$ cat src/rtl/ddc_pkg.sv
// rtl/ddc_pkg.sv - shared constants, types and helpers for the CIC decimator
package ddc_pkg;

    localparam int CIC_ORDER    = 3;
    localparam int CIC_MAX_LOG2 = 6;
    localparam int CIC_GROWTH   = CIC_ORDER * CIC_MAX_LOG2;

    typedef logic [2:0] decim_log2_t;

    localparam decim_log2_t DECIM_LOG2_DEFAULT = 3'd3;

    function automatic int acc_width(input int width);
        return width + CIC_GROWTH;
    endfunction

    // Only 1..6 are meaningful rates; out-of-range requests pin to the nearest end.
    function automatic decim_log2_t clamp_decim_log2(input decim_log2_t v);
        if (v == 3'd0) begin
            return 3'd1;
        end
        if (v > decim_log2_t'(CIC_MAX_LOG2)) begin
            return decim_log2_t'(CIC_MAX_LOG2);
        end
        return v;
    endfunction

    // DC gain is R^N = 2^(N*L), so the output shift is N*L bits.
    function automatic logic [4:0] scale_shift(input decim_log2_t l);
        return 5'(CIC_ORDER * int'(l));
    endfunction

endpackage

$ cat src/rtl/ddc_cic_lane.sv
// rtl/ddc_cic_lane.sv - one CIC rail: integrators, registered combs, registered scaler
// Build option DDC_CIC_ROUND_EN selects a round-half-up + saturating scaler instead of floor.
module ddc_cic_lane
    import ddc_pkg::*;
#(
    parameter int WIDTH = 16,
    parameter int ACC   = acc_width(16)
) (
    input  logic                 i_clock,
    input  logic                 i_reset,
    input  logic                 i_clear,
    input  logic [WIDTH-1:0]     i_data,
    input  logic                 i_integ_en,
    input  logic [CIC_ORDER-1:0] i_comb_en,
    input  logic                 i_out_en,
    input  logic [4:0]           i_shift,
    output logic [WIDTH-1:0]     o_data
);

    logic signed [ACC-1:0] x_ext;
    logic signed [ACC-1:0] integ1, integ2, integ3;
    logic signed [ACC-1:0] integ1_nxt, integ2_nxt, integ3_nxt;
    logic signed [ACC-1:0] comb    [CIC_ORDER];
    logic signed [ACC-1:0] dly     [CIC_ORDER];
    logic signed [ACC-1:0] comb_in [CIC_ORDER];
    logic [WIDTH-1:0]      scaled;

    assign x_ext = ACC'($signed(i_data));

    // Integrators chain combinationally so the block-completing sample feeds the first comb directly.
    always_comb begin
        integ1_nxt = integ1 + x_ext;
        integ2_nxt = integ2 + integ1_nxt;
        integ3_nxt = integ3 + integ2_nxt;
        comb_in[0] = integ3_nxt;
        for (int k = 1; k < CIC_ORDER; k++) begin
            comb_in[k] = comb[k-1];
        end
    end

    always_ff @(posedge i_clock) begin
        if (!i_reset || i_clear) begin
            integ1 <= '0;
            integ2 <= '0;
            integ3 <= '0;
            for (int k = 0; k < CIC_ORDER; k++) begin
                comb[k] <= '0;
                dly[k]  <= '0;
            end
        end else begin
            if (i_integ_en) begin
                integ1 <= integ1_nxt;
                integ2 <= integ2_nxt;
                integ3 <= integ3_nxt;
            end
            for (int k = 0; k < CIC_ORDER; k++) begin
                if (i_comb_en[k]) begin
                    comb[k] <= comb_in[k] - dly[k];
                    dly[k]  <= comb_in[k];
                end
            end
        end
    end

`ifdef DDC_CIC_ROUND_EN
    localparam logic signed [ACC:0] OUT_MAX = {{(ACC-WIDTH+2){1'b0}}, {(WIDTH-1){1'b1}}};
    localparam logic signed [ACC:0] OUT_MIN = {{(ACC-WIDTH+2){1'b1}}, {(WIDTH-1){1'b0}}};

    logic signed [ACC:0] round_sum;
    logic signed [ACC:0] round_shr;

    // One guard bit keeps the half-LSB addition from wrapping near full scale.
    always_comb begin
        round_sum = {comb[CIC_ORDER-1][ACC-1], comb[CIC_ORDER-1]}
                  + ((ACC+1)'(1) << (i_shift - 5'd1));
        round_shr = round_sum >>> i_shift;
        if (round_shr > OUT_MAX) begin
            scaled = WIDTH'(OUT_MAX);
        end else if (round_shr < OUT_MIN) begin
            scaled = WIDTH'(OUT_MIN);
        end else begin
            scaled = WIDTH'(round_shr);
        end
    end
`else
    always_comb begin
        scaled = WIDTH'(comb[CIC_ORDER-1] >>> i_shift);
    end
`endif

    always_ff @(posedge i_clock) begin
        if (!i_reset) begin
            o_data <= '0;
        end else if (i_out_en) begin
            o_data <= scaled;
        end
    end

endmodule

$ cat src/rtl/ddc_cic_decim.sv
// rtl/ddc_cic_decim.sv - 3-stage I/Q CIC decimator, R = 2^L, shared rate/priming/valid control
// Build option DDC_CIC_ROUND_EN (see ddc_cic_lane) changes only the scaler arithmetic.
module ddc_cic_decim
    import ddc_pkg::*;
#(
    parameter int WIDTH = 16
) (
    input  logic             i_clock,
    input  logic             i_reset,
    input  logic [WIDTH-1:0] i_inph_data,
    input  logic [WIDTH-1:0] i_quad_data,
    input  logic             i_valid,
    input  logic [2:0]       i_decim_log2,
    input  logic             i_decim_log2_valid,
    output logic [WIDTH-1:0] o_inph_data,
    output logic [WIDTH-1:0] o_quad_data,
    output logic             o_valid
);

    localparam int ACC = acc_width(WIDTH);

    decim_log2_t             decim_log2;
    logic [CIC_MAX_LOG2-1:0] sample_cnt;
    logic [CIC_MAX_LOG2-1:0] rate_mask;
    logic [1:0]              prime_cnt;
    logic [2:1]              comb_stb;
    logic [3:1]              keep;
    logic                    rate_load;
    logic                    sample_take;
    logic                    block_done;
    logic                    primed;
    logic                    out_en;
    logic [CIC_ORDER-1:0]    comb_en;
    logic [4:0]              shift;

    assign rate_load   = i_decim_log2_valid;
    assign sample_take = i_valid && !rate_load;
    assign rate_mask   = ~({CIC_MAX_LOG2{1'b1}} << decim_log2);
    assign block_done  = sample_take && (sample_cnt == rate_mask);
    assign primed      = (prime_cnt == 2'(CIC_ORDER));
    assign comb_en     = {comb_stb[2], comb_stb[1], block_done};
    assign out_en      = keep[3] && !rate_load;
    assign shift       = scale_shift(decim_log2);

    // A rate load behaves like a reset of the datapath, except the output words are held.
    always_ff @(posedge i_clock) begin
        if (!i_reset || rate_load) begin
            decim_log2 <= !i_reset ? DECIM_LOG2_DEFAULT : clamp_decim_log2(i_decim_log2);
            sample_cnt <= '0;
            prime_cnt  <= '0;
            comb_stb   <= '0;
            keep       <= '0;
            o_valid    <= 1'b0;
        end else begin
            if (sample_take) begin
                sample_cnt <= block_done ? '0 : sample_cnt + 1'b1;
            end
            if (block_done && !primed) begin
                prime_cnt <= prime_cnt + 2'd1;
            end
            comb_stb <= {comb_stb[1], block_done};
            keep     <= {keep[2:1], block_done && primed};
            o_valid  <= keep[3];
        end
    end

    ddc_cic_lane #(.WIDTH(WIDTH), .ACC(ACC)) u_lane_inph (
        .i_clock    (i_clock),
        .i_reset    (i_reset),
        .i_clear    (rate_load),
        .i_data     (i_inph_data),
        .i_integ_en (sample_take),
        .i_comb_en  (comb_en),
        .i_out_en   (out_en),
        .i_shift    (shift),
        .o_data     (o_inph_data)
    );

    ddc_cic_lane #(.WIDTH(WIDTH), .ACC(ACC)) u_lane_quad (
        .i_clock    (i_clock),
        .i_reset    (i_reset),
        .i_clear    (rate_load),
        .i_data     (i_quad_data),
        .i_integ_en (sample_take),
        .i_comb_en  (comb_en),
        .i_out_en   (out_en),
        .i_shift    (shift),
        .o_data     (o_quad_data)
    );

endmodule

$ cat config.mk
export PLATFORM = sky130hd
export DESIGN_NAME = ddc_cic_decim
export DESIGN_NICKNAME = d
export VERILOG_FILES = /design/src/rtl/ddc_pkg.sv /design/src/rtl/ddc_cic_lane.sv /design/src/rtl/ddc_cic_decim.sv
export SDC_FILE = /design/constraint.sdc
export NUM_CORES = 2
export LEC_CHECK = 0
export BUFFER_PORTS_ARGS = -buffer_cell sky130_fd_sc_hd__buf_2
export CAP_MARGIN = 5
export CORE_MARGIN = 2
export CORE_UTILIZATION = 40
export DETAILED_ROUTE_END_ITERATION = 12
export SLEW_MARGIN = 20
export SYNTH_ARGS = -nofsm -noshare
export SYNTH_HDL_FRONTEND = slang
export SYNTH_HIERARCHICAL = 1
export SYNTH_SLANG_ARGS = --single-unit
$ cat constraint.sdc
create_clock -name i_clock -period 21.5 [get_ports i_clock]
set_input_delay 3.225 -clock i_clock [delete_from_list [all_inputs] [get_ports i_clock]]
set_output_delay 3.225 -clock i_clock [all_outputs]
set_load 0.02 [all_outputs]
==> impl_metrics.ini <==
[route]
route.vias.total = 33600
wl_per_cell_um = 14.2
drt_pass1_iterations = 5
wl_met2_um = 38200
routed-wl-met3_um = 2860
routed_wirelength_um = 92800
ant_nets = 0
drt_iter0_drc = 1957
routed.top_layer = met4
wl_met1_um = 49700
routed_via_density = 5.15
remaining_drc_errors = 0

[logic_synthesis]
mappedNetlistNets = 5385
synth_top_flop_cell = sky130_fd_sc_hd__edfxtp_1
synth-async-reset-ratio_pct = 0
post-synth-top-area-fraction_pct = 26.6
synth_simple_gate_area_share_pct = 15.6
post-synth-top-count-cell = sky130_fd_sc_hd__nor2_1
yosys-top-cells-count = 562 x sky130_fd_sc_hd__nor2_1, 411 x sky130_fd_sc_hd__edfxtp_1, 409 x sky130_fd_sc_hd__ha_1, 352 x sky130_fd_sc_hd__inv_1, 330 x sky130_fd_sc_hd__a21oi_1
adder_cell_fraction_of_synth_area_pct = 11.6
cell_count_after_synthesis = 4924
synth_area_per_inst_um2 = 9.42
synth-edff-count = 411
muxShareOfSynthArea_pct = 7.44
synth_warnings = 6
synth_top_family_by_area = compound AO/OA/AOI/OAI gates
complex_gate_fraction_of_the_synthesized_area_pct = 17.4
synth_seq_cells = 661
post_synth_num_cell_types = 104
xor_xnor_share_of_the_synthesized_area_pct = 6.34
yosysSeqAreaShare_pct = 37.4
synthTopCellsByArea = sky130_fd_sc_hd__edfxtp_1 27%, sky130_fd_sc_hd__ha_1 11%, sky130_fd_sc_hd__dfxtp_1 11%
mappedNetlistArea_um2 = 46400
synth_area_leader_cell = sky130_fd_sc_hd__edfxtp_1

[worst_setup_path]
regToRegStartpoint = u_lane_inph/integ1[0]$_SDFFE_PP0P_
path_class = primary input to flop
critical-path-top-delay-family = compound AO/OA/AOI/OAI gates
critical-path-max-stage-delay_ns = 0.42
crit_path_start = i_inph_data[0]
crit_cells = 42
worst-endpoint-arrival_ns = 11.47
crit_buf_inv = 3
cp_max_fo = 6
path_depth_of_the_worst_reg2reg_path = 41
cp_slowest_cell = sky130_fd_sc_hd__fa_1
cp_common_cell = sky130_fd_sc_hd__a21oi_1
worst_setup_path_endpoint = u_lane_inph/comb[0][33]$_SDFFCE_PP0P_
worst_setup_path_start_kind = primary input
regToRegEndpoint = u_lane_inph/comb[0][33]$_SDFFCE_PP0P_
endpoint_kind = flop
crit_required_ns = 21.86
regToRegSetupSlack_ns = 12.73

[clock_network]
tritoncts.num_buffers = 80
post_cts.resized_instances = 0
cts_num_sinks = 661
clk_latency_ns = 0.64
clk_pin_slew_worst_paths_ns = 0.06
cts_buffer_depth = 3
cts_root_buf = sky130_fd_sc_hd__clkbuf_16
cts_setup_buffers = 0
h_tree_depth = 3
hold_buffers = 0
cts_tree = yes

[global_route]
grt_pass1_vias = 31900
grt_first_pass_wirelength_um = 157000
globalRouteTotalUtil_pct = 15.6
initial_antenna_violation_count = 0
grt_max_degree = 97
grt_overflow_total = 0

[floorplan]
fp-row-count = 124
die_w_um = 344
die_area_um2 = 119000
start_util_pct = 40.4
floorplan.die.height_um = 344
core_area_um2 = 115000
num_io_pins = 72

[power_and_ir_drop]
cellLeakagePower_nw = 22.1
maximum_vdd_ir_drop_uv = 51.9
pwr_density_cell_nw_per_um2 = 75.8
total_power_w = 0.00387

[sta]
max_freq_mhz = 90.0
report.final.setup_viol = 0
final_period_minus_worst_setup_slack_ns = 11.11
worst_slew_margin_rel_pct = 26.8
timing.final.hold_violations = 0
finalCritPeriodShare_pct = 51.7
worst_clock_skew_ns = 0.0184
totalNegativeSetupSlack_ns = 0
tightest_pin_transition_ns = 1.09
finalMaxSlewViolations = 0
worst_hold_slack_across_all_endpoints_ns = 0.422
setup_repair_after_global_routing_missed_its_margin = false

[final_layout]
area_overhead_of_the_layout_relative_to_synthesis_pct = 10.0
antenna-diode-count = 0
drive_gt1_share_pct = 7.46
finalNetCount = 5406
finish.utilization_pct = 44.5
n_fill_cell = 11000
post_route_standard_cell_area_excluding_fillers_um2 = 51000

[placed_design]
postPlaceCellArea_um2 = 48300
port_buffers = 71
weighted_congestion_at_the_end_of_routability_driven_global_placement = 0.898
dpl.hpwl_um = 67000

[outcome]
run_status = finished, final reports clean

[worst_hold_path]
min-delay-path-class = flop to flop

[run]
cap_violations = 0
power by group:
part	switching, W	total [W]	leakage, nW	internal, W
Clock	0.000558	0.00139	1.31	0.000837
Sequential	0.0000232	0.00141	6.60	0.00139
Combinational	0.000617	0.00106	14.1	0.000445
Total	0.00120	0.00387	22.1	0.00267
layer usage:
metal  global-route usage (%)  vias to the layer above
met1                     23.0                    15300
met5                        0                        -
met3                     2.15                      130
met2                     23.8                      450
li1                         -                    17800
met4                     4.09                        0
kinds of logic (layout without fill, tap and decap cells):
logic type / count (synthesis) / count (layout)
compound gates: 1212 / 1212
simple gates: 1491 / 1491
xor+xnor: 333 / 333
buf+inv: 514 / 601
flops: 661 / 661
mux: 291 / 291
fa+ha+maj: 422 / 422
cells in the final DEF, fill, tap and decap left out, types with 13 or more instances in the layout:
cell type and count:
sky130_fd_sc_hd__a211oi_1 61, sky130_fd_sc_hd__a21boi_0 19, sky130_fd_sc_hd__a21o_1 185, sky130_fd_sc_hd__a21oi_1 330
sky130_fd_sc_hd__a31oi_1 39, sky130_fd_sc_hd__and2_1 206, sky130_fd_sc_hd__and3_1 43, sky130_fd_sc_hd__buf_2 71
sky130_fd_sc_hd__buf_4 23, sky130_fd_sc_hd__clkbuf_1 15, sky130_fd_sc_hd__clkbuf_16 80, sky130_fd_sc_hd__dfxtp_1 250
sky130_fd_sc_hd__edfxtp_1 411, sky130_fd_sc_hd__fa_1 13, sky130_fd_sc_hd__ha_1 408, sky130_fd_sc_hd__inv_1 350
sky130_fd_sc_hd__mux2_2 29, sky130_fd_sc_hd__mux2i_1 221, sky130_fd_sc_hd__mux4_2 40, sky130_fd_sc_hd__nand2_1 234
sky130_fd_sc_hd__nand2b_1 60, sky130_fd_sc_hd__nand3_1 76, sky130_fd_sc_hd__nand3b_1 14, sky130_fd_sc_hd__nand4_1 33
sky130_fd_sc_hd__nor2_1 560, sky130_fd_sc_hd__nor2b_1 60, sky130_fd_sc_hd__nor3_1 89, sky130_fd_sc_hd__nor3b_1 23
sky130_fd_sc_hd__o211a_1 36, sky130_fd_sc_hd__o211ai_1 54, sky130_fd_sc_hd__o21a_1 57, sky130_fd_sc_hd__o21ai_0 210
sky130_fd_sc_hd__o21bai_1 49, sky130_fd_sc_hd__o31ai_1 20, sky130_fd_sc_hd__or2_2 20, sky130_fd_sc_hd__or3_1 20
sky130_fd_sc_hd__xnor2_1 196, sky130_fd_sc_hd__xor2_1 134
worst min-delay path by stage:
stage / cells after the start / start / slack [ns] / to
floorplan: 1 / keep[1]$_SDFF_PP0_ / 0.41 / keep[2]$_SDFF_PP0_
global placement: 1 / keep[2]$_SDFF_PP0_ / 0.41 / keep[3]$_SDFF_PP0_
detailed placement: 1 / keep[1]$_SDFF_PP0_ / 0.41 / keep[2]$_SDFF_PP0_
CTS: 1 / keep[1]$_SDFF_PP0_ / 0.42 / keep[2]$_SDFF_PP0_
global route: 1 / keep[1]$_SDFF_PP0_ / 0.45 / keep[2]$_SDFF_PP0_
finish: 1 / keep[1]$_SDFF_PP0_ / 0.42 / keep[2]$_SDFF_PP0_
area by class of cell:
cell class / instances / area (um^2) / share of cell area [%]
Clock inverter: 46 / 572 / 1.12
Timing Repair Buffer: 94 / 528 / 1.03
Multi-Input combinational cell: 3749 / 27200 / 53.3
Sequential cell: 661 / 17300 / 34.0
Clock buffer: 102 / 2150 / 4.22
Inverter: 359 / 1360 / 2.66
Tap cell: 1512 / 1890 / 3.71
sequential cells by signal, summed over array words and instances, names as in the netlist, 3 cells and up:
register and count:
u_lane_inph/comb 102, u_lane_inph/dly 102, u_lane_quad/comb 102, u_lane_quad/dly 102
u_lane_inph/integ1 34, u_lane_inph/integ2 34, u_lane_inph/integ3 34, u_lane_quad/integ1 34
u_lane_quad/integ2 34, u_lane_quad/integ3 34, u_lane_inph/o_data 16, u_lane_quad/o_data 16
sample_cnt 6, decim_log2 3, keep 3
stage by stage:
step | instances | worst slack (ns)
global placement | 6375 | 10.01
finish | 6523 | 10.39
global route | 6523 | 9.56
detailed placement | 6375 | 9.82
CTS | 6523 | 10.51
floorplan | 4924 | 10.87
No activity file was read; power rests on OpenSTA's default activity.
